`src/rtl/wb_pkg.sv`:
```
// Shared definitions for the Wishbone command master: FSM state encoding
// and default bus widths.
package wb_pkg;

    localparam int WB_DATA_WIDTH_DEF = 8;
    localparam int WB_ADDR_WIDTH_DEF = 16;

    typedef enum logic [1:0] {
        ST_IDLE     = 2'd0,
        ST_STROBE   = 2'd1,
        ST_WAIT_ACK = 2'd2
    } wb_state_e;

endpackage

```
`src/rtl/wb_master_if.sv`:
```
// Command/response port plus Wishbone bus of the command master, bundled
// with a master modport (the block) and a slave modport (its environment).
interface wb_master_if import wb_pkg::*; #(
    parameter int WB_DATA_WIDTH = WB_DATA_WIDTH_DEF,
    parameter int WB_ADDR_WIDTH = WB_ADDR_WIDTH_DEF
);

    // A command transfers on a rising clk edge where cmd_valid_i and
    // cmd_ready_o are both high; the requester keeps its fields stable until
    // then, and ready never depends on valid.
    logic                     cmd_valid_i;
    logic                     cmd_ready_o;
    logic                     cmd_we_i;
    logic                     cmd_lock_i;
    logic [WB_ADDR_WIDTH-1:0] cmd_adr_i;
    logic [WB_DATA_WIDTH-1:0] cmd_dat_i;

    logic                     rsp_valid_o;
    logic [WB_DATA_WIDTH-1:0] rsp_dat_o;
    logic                     rsp_err_o;

    logic                     wb_cyc_o;
    logic                     wb_stb_o;
    logic                     wb_we_o;
    logic                     wb_lock_o;
    logic [WB_ADDR_WIDTH-1:0] wb_adr_o;
    logic [WB_DATA_WIDTH-1:0] wb_dat_o;
    logic                     wb_stall_i;
    logic                     wb_ack_i;
    logic [WB_DATA_WIDTH-1:0] wb_dat_i;

    modport master (
        input  cmd_valid_i, cmd_we_i, cmd_lock_i, cmd_adr_i, cmd_dat_i,
        output cmd_ready_o,
        output rsp_valid_o, rsp_dat_o, rsp_err_o,
        output wb_cyc_o, wb_stb_o, wb_we_o, wb_lock_o, wb_adr_o, wb_dat_o,
        input  wb_stall_i, wb_ack_i, wb_dat_i
    );

    modport slave (
        output cmd_valid_i, cmd_we_i, cmd_lock_i, cmd_adr_i, cmd_dat_i,
        input  cmd_ready_o,
        input  rsp_valid_o, rsp_dat_o, rsp_err_o,
        input  wb_cyc_o, wb_stb_o, wb_we_o, wb_lock_o, wb_adr_o, wb_dat_o,
        output wb_stall_i, wb_ack_i, wb_dat_i
    );

endinterface

```
`src/rtl/wb_master.sv`:
```
// Single-transaction Wishbone (pipelined) master driven by a valid/ready command
// port. Optional ack timeout is enabled by defining WB_MASTER_TIMEOUT_EN.
module wb_master import wb_pkg::*; #(
    parameter int WB_DATA_WIDTH     = WB_DATA_WIDTH_DEF,
    parameter int WB_ADDR_WIDTH     = WB_ADDR_WIDTH_DEF,
    parameter int WB_TIMEOUT_CYCLES = 15
) (
    input  logic        clk_i,
    input  logic        rst_i,
    wb_master_if.master bus,
    output wb_state_e   state_o
);

    wb_state_e                state_q, state_d;
    logic                     we_q, lock_q;
    logic [WB_ADDR_WIDTH-1:0] adr_q;
    logic [WB_DATA_WIDTH-1:0] dat_q;
    logic                     rsp_valid_q, rsp_err_q;
    logic [WB_DATA_WIDTH-1:0] rsp_dat_q;
    logic                     busy, accept, timeout, done;

    assign busy            = (state_q != ST_IDLE);
    assign bus.cmd_ready_o = (state_q == ST_IDLE) && !rst_i;
    assign accept          = bus.cmd_valid_i && bus.cmd_ready_o;
    // Ack is only meaningful while a cycle is open; an ack coinciding with
    // the timeout still completes normally.
    assign done            = busy && (bus.wb_ack_i || timeout);

`ifdef WB_MASTER_TIMEOUT_EN
    localparam int CNT_W = $clog2(WB_TIMEOUT_CYCLES + 1);
    logic [CNT_W-1:0] to_cnt_q;

    always_ff @(posedge clk_i) begin
        if (rst_i || accept) begin
            to_cnt_q <= '0;
        end else if (busy) begin
            to_cnt_q <= to_cnt_q + CNT_W'(1);
        end
    end

    // Counter holds the number of earlier busy cycles, so this fires on the
    // last allowed cycle of the transaction.
    assign timeout = busy && (to_cnt_q == CNT_W'(WB_TIMEOUT_CYCLES - 1));
`else
    assign timeout = 1'b0;
`endif

    always_comb begin
        state_d = state_q;
        case (state_q)
            ST_IDLE:     if (accept) state_d = ST_STROBE;
            ST_STROBE: begin
                if (done)                 state_d = ST_IDLE;
                else if (!bus.wb_stall_i) state_d = ST_WAIT_ACK;
            end
            ST_WAIT_ACK: if (done) state_d = ST_IDLE;
            default:     state_d = ST_IDLE;
        endcase
    end

    always_ff @(posedge clk_i) begin
        if (rst_i) begin
            state_q     <= ST_IDLE;
            we_q        <= 1'b0;
            lock_q      <= 1'b0;
            adr_q       <= '0;
            dat_q       <= '0;
            rsp_valid_q <= 1'b0;
            rsp_err_q   <= 1'b0;
            rsp_dat_q   <= '0;
        end else begin
            state_q     <= state_d;
            rsp_valid_q <= done;
            if (accept) begin
                we_q   <= bus.cmd_we_i;
                lock_q <= bus.cmd_lock_i;
                adr_q  <= bus.cmd_adr_i;
                dat_q  <= bus.cmd_dat_i;
            end
            if (done) begin
                rsp_dat_q <= (bus.wb_ack_i && !we_q) ? bus.wb_dat_i : '0;
                rsp_err_q <= !bus.wb_ack_i;
            end
        end
    end

    assign bus.wb_cyc_o    = busy;
    assign bus.wb_stb_o    = (state_q == ST_STROBE);
    assign bus.wb_we_o     = we_q;
    assign bus.wb_lock_o   = busy && lock_q;
    assign bus.wb_adr_o    = adr_q;
    assign bus.wb_dat_o    = dat_q;
    assign bus.rsp_valid_o = rsp_valid_q;
    assign bus.rsp_dat_o   = rsp_dat_q;
    assign bus.rsp_err_o   = rsp_err_q;
    assign state_o         = state_q;

endmodule

```
`src/flat_wrapper.sv`:
```
// flat-port wrapper written by rule: the top's interface ports become plain ports
module wb_master_flat import wb_pkg::*;
#(
    parameter int WB_DATA_WIDTH     = WB_DATA_WIDTH_DEF,
    parameter int WB_ADDR_WIDTH     = WB_ADDR_WIDTH_DEF,
    parameter int WB_TIMEOUT_CYCLES = 15
)
  (clk_i, rst_i, state_o, bus_cmd_valid_i, bus_cmd_we_i, bus_cmd_lock_i, bus_cmd_adr_i, bus_cmd_dat_i, bus_cmd_ready_o, bus_rsp_valid_o, bus_rsp_dat_o, bus_rsp_err_o, bus_wb_cyc_o, bus_wb_stb_o, bus_wb_we_o, bus_wb_lock_o, bus_wb_adr_o, bus_wb_dat_o, bus_wb_stall_i, bus_wb_ack_i, bus_wb_dat_i);
  wb_master_if #(.WB_DATA_WIDTH(WB_DATA_WIDTH), .WB_ADDR_WIDTH(WB_ADDR_WIDTH)) bus_i ();
  input  logic clk_i;
  input  logic rst_i;
  output wb_state_e state_o;
  input wire logic [$bits(bus_i.cmd_valid_i)-1:0] bus_cmd_valid_i;
  input wire logic [$bits(bus_i.cmd_we_i)-1:0] bus_cmd_we_i;
  input wire logic [$bits(bus_i.cmd_lock_i)-1:0] bus_cmd_lock_i;
  input wire logic [$bits(bus_i.cmd_adr_i)-1:0] bus_cmd_adr_i;
  input wire logic [$bits(bus_i.cmd_dat_i)-1:0] bus_cmd_dat_i;
  output wire logic [$bits(bus_i.cmd_ready_o)-1:0] bus_cmd_ready_o;
  output wire logic [$bits(bus_i.rsp_valid_o)-1:0] bus_rsp_valid_o;
  output wire logic [$bits(bus_i.rsp_dat_o)-1:0] bus_rsp_dat_o;
  output wire logic [$bits(bus_i.rsp_err_o)-1:0] bus_rsp_err_o;
  output wire logic [$bits(bus_i.wb_cyc_o)-1:0] bus_wb_cyc_o;
  output wire logic [$bits(bus_i.wb_stb_o)-1:0] bus_wb_stb_o;
  output wire logic [$bits(bus_i.wb_we_o)-1:0] bus_wb_we_o;
  output wire logic [$bits(bus_i.wb_lock_o)-1:0] bus_wb_lock_o;
  output wire logic [$bits(bus_i.wb_adr_o)-1:0] bus_wb_adr_o;
  output wire logic [$bits(bus_i.wb_dat_o)-1:0] bus_wb_dat_o;
  input wire logic [$bits(bus_i.wb_stall_i)-1:0] bus_wb_stall_i;
  input wire logic [$bits(bus_i.wb_ack_i)-1:0] bus_wb_ack_i;
  input wire logic [$bits(bus_i.wb_dat_i)-1:0] bus_wb_dat_i;
  assign bus_i.cmd_valid_i = bus_cmd_valid_i;
  assign bus_i.cmd_we_i = bus_cmd_we_i;
  assign bus_i.cmd_lock_i = bus_cmd_lock_i;
  assign bus_i.cmd_adr_i = bus_cmd_adr_i;
  assign bus_i.cmd_dat_i = bus_cmd_dat_i;
  assign bus_cmd_ready_o = bus_i.cmd_ready_o;
  assign bus_rsp_valid_o = bus_i.rsp_valid_o;
  assign bus_rsp_dat_o = bus_i.rsp_dat_o;
  assign bus_rsp_err_o = bus_i.rsp_err_o;
  assign bus_wb_cyc_o = bus_i.wb_cyc_o;
  assign bus_wb_stb_o = bus_i.wb_stb_o;
  assign bus_wb_we_o = bus_i.wb_we_o;
  assign bus_wb_lock_o = bus_i.wb_lock_o;
  assign bus_wb_adr_o = bus_i.wb_adr_o;
  assign bus_wb_dat_o = bus_i.wb_dat_o;
  assign bus_i.wb_stall_i = bus_wb_stall_i;
  assign bus_i.wb_ack_i = bus_wb_ack_i;
  assign bus_i.wb_dat_i = bus_wb_dat_i;
  wb_master #(.WB_DATA_WIDTH(WB_DATA_WIDTH), .WB_ADDR_WIDTH(WB_ADDR_WIDTH), .WB_TIMEOUT_CYCLES(WB_TIMEOUT_CYCLES)) u_core (.clk_i(clk_i), .rst_i(rst_i), .bus(bus_i), .state_o(state_o));
endmodule
```
`config.mk`:
```
export PLATFORM = sky130hd
export DESIGN_NAME = wb_master_flat
export DESIGN_NICKNAME = d
export VERILOG_FILES = /design/src/rtl/wb_pkg.sv /design/src/rtl/wb_master_if.sv /design/src/rtl/wb_master.sv /design/src/flat_wrapper.sv
export SDC_FILE = /design/constraint.sdc
export NUM_CORES = 1
export LEC_CHECK = 0
export CAP_MARGIN = 20
export CORE_UTILIZATION = 38
export CTS_BUF_LIST = sky130_fd_sc_hd__clkbuf_4
export CTS_CLUSTER_DIAMETER = 100
export CTS_CLUSTER_SIZE = 25
export DETAILED_ROUTE_END_ITERATION = 7
export PLACE_DENSITY_LB_ADDON = 0.2
export SYNTH_ARGS = -nofsm -noshare
export SYNTH_HDL_FRONTEND = slang
export SYNTH_SLANG_ARGS = --single-unit
```
`constraint.sdc`:
```
create_clock -name clk_i -period 1.6 [get_ports clk_i]
set_input_delay 0.32 -clock clk_i [delete_from_list [all_inputs] [get_ports clk_i]]
set_output_delay 0.32 -clock clk_i [all_outputs]
set_load 0.1 [all_outputs]
```
==> reports/metrics.cfg <==
[global_routing]
gr-total-overflow = 0
grt_pass1_vias = 1238
grt_max_degree = 48
antenna_found_initial = 0
grt_usage = 0.188
grt_pass1_wl_mm = 6.18

[run_status]
outcome = finished with violations
violations = negative setup slack

[timing]
rsz0062_at_grt = true
hold_viol = 0
clock.fmax_ghz = 0.577
finalSetupViolCount = 30
hold_slack_ns = 0.519
maxSlewViolCount = 0
min_period_over_period = 1.08
slew-limit-headroom = 0.763
fin_skew_ns = 0.00854
period_needed_ns = 1.73
tightest_slew_ns = 0.355
layout_setup_ws_ns = -0.132

[setup_path]
crit_fanout = 13
critPathSlowestCell = or4b_1
slowest_delay_ns = 0.61
critPathArrivalTime_ns = 1.98
required_ns = 1.85
path_delay_family = buffers and inverters
path_cells = clkdlybuf4s50_1 -> or4b_1 -> bufbuf_16 -> mux2_4
crit_buf_inv = 2
setup.worst_path.class = primary input to flip-flop
setup.worst_path.start_class = primary input
endpoint_kind = flip-flop

[layout]
final_cell_mix = buf_12, clkdlybuf4s50_1, dfxtp_1
antenna_cells = 0
syn_to_final_growth_pct = 84.7
drive_gt1_frac = 0.441
fin_nets = 261
final_common_cell = buf_12
final_core_util = 0.748

[clock_tree]
cts-htree-levels = 2
clock_sinks = 38
cts_buffers = 5
cts_tree = done
clockBufferDepth = 2
clk_pin_slew_ns = 0.11
cts-root-buf = clkbuf_4
worstSkewPairLatency_ns = 0.35

[drt]
drtIter0Drc = 37
post-route-drc-count = 0
via_per_inst = 4.68
drt-pass1-iter-count = 3
routed-via-count = 1274
wl_mm = 4.14
post_drt_wl_per_cell_microns = 15.2
ant_nets = 0

[synth]
ys.warnings.count = 0
synthAdderAreaFrac = 0
synth_compound_area_frac = 0.0121
synthMuxAreaShare = 0.269
synth_top_family_by_area = multiplexers
synth_nets = 175
synth_area_sq_um = 1650
yosys.area_share.simple = 0.215
ys_seq_area_frac = 0.460
synth_seq_cells = 38
syn_area_per_cell_sq_um = 12.2
synth_xor_xnor_area_share = 0
synth_cell_type_count = 19
synth_cells = 136

[min_path]
hold_class = flip-flop to flip-flop

[power_and_ir_drop]
vdd_drop_max_v = 0.000556
powerDensity_nw_per_um2 = 861
cellLeakagePower_nw = 1.27

[placed_design]
place_congestion = 0.641
place_ws_ns = -0.384
dp_hpwl_mm = 2.97
port_buffers = 79

[job]
drv_cap = 0

[die]
die-area_sq_um = 4620
die_h_microns = 68.0
fp.dieW_microns = 68.0
start_util = 0.405
coreArea_sq_um = 4090
row_count = 23
ios = 80

## kinds of logic (layout without fill, tap and decap cells)
logic type / count (synthesis) / in the layout
compound gates: 3 / 3
mux: 34 / 34
simple gates: 52 / 52
flops: 38 / 38
buf+inv: 9 / 95
## where the power goes
part	switching, mW	internal, mW	total (mW)	leakage, nW
registers	0.0658	1.01	1.07	0.314
logic	0.587	0.466	1.05	0.926
clock network	0.307	0.200	0.507	0.0322
total	0.960	1.67	2.63	1.27
## worst min-delay path: stages (launching register included)
cell      delay [ns]
dfxtp_1         0.35
nand2b_1        0.07
mux2i_1         0.05
## flip-flops by register name, summed over array words and instances, names as in the netlist
register,cells
u_core.bus.wb_adr_o,16
u_core.bus.rsp_dat_o,8
u_core.bus.wb_dat_o,8
u_core.state_o,2
u_core.bus.rsp_err_o,1
u_core.bus.rsp_valid_o,1
u_core.bus.wb_we_o,1
u_core.lock_q,1
## through the flow
| step | instance area, sq um | total power [mW] | std cells | TNS, ns |
|---|---|---|---|---|
| 2_1_floorplan | 1680 | 1.71 | 136 | -2.02 |
| 4_1_cts | 3060 | 2.66 | 272 | -1.87 |
| 6_report | 3060 | 2.63 | 272 | -2.04 |
| 3_5_place_dp | 2930 | 2.13 | 261 | -10.93 |
| 3_3_place_gp | 2930 | 2.11 | 261 | -9.75 |
| 5_1_grt | 3060 | 2.73 | 272 | -2.51 |
## path summary, 6_finish.rpt
| path | start | endpoint | slack [ns] | depth (start not counted) |
|---|---|---|---|---|
| max | rst_i | u_core.bus.wb_adr_o[0] | -0.13 | 4 |
| min | u_core.bus.rsp_dat_o[3] | u_core.bus.rsp_dat_o[3] | 0.52 | 2 |
| max reg2reg | u_core.state_o[1] | u_core.bus.wb_adr_o[0] | -0.06 | 3 |
| min reg2reg | u_core.bus.rsp_dat_o[3] | u_core.bus.rsp_dat_o[3] | 0.52 | 2 |
## cell usage after synthesis
master / n / area, sq um
buf_6: 1 / 11.3
or4bb_1: 1 / 11.3
o21a_1: 1 / 7.51
nand2b_1: 9 / 56.3
nor3b_1: 1 / 7.51
mux2_2: 7 / 78.8
nor2b_1: 28 / 175
or4b_1: 1 / 10.0
nor2_1: 1 / 3.75
buf_12: 2 / 40.0
clkbuf_1: 6 / 22.5
a21oi_1: 1 / 5.00
mux2i_1: 8 / 80.1
mux2_4: 19 / 285
or2_2: 1 / 6.26
dfxtp_1: 38 / 761
and2_1: 1 / 6.26
or3b_2: 9 / 78.8
a211oi_1: 1 / 7.51
## area by class of cell
| type | count | area (sq um) |
|---|---|---|
| repair buffers | 88 | 1330 |
| well taps | 50 | 62.6 |
| flip-flops and latches | 38 | 768 |
| fillers | 267 | 1030 |
| clock buffers | 7 | 52.6 |
| multi-input cells | 89 | 840 |
## layer usage
layer | GRT usage | part of all wire | vias to the layer above
met4 | 0.0781 | 0.015 | 0
met2 | 0.315 | 0.52 | 42
li1 | - | - | 627
met1 | 0.209 | 0.40 | 599
met3 | 0.0733 | 0.063 | 6
met5 | 0 | 0 | -
## repair_timing
action                                  CTS  global route
endpoints found under the setup margin    4            30
gates cloned                              1             0
resized for setup                         4             1
hold buffers                              0             0
pin swaps                                 2             2
buffers inserted                          3             1
Note: power is estimated with default switching activity, not from simulation.
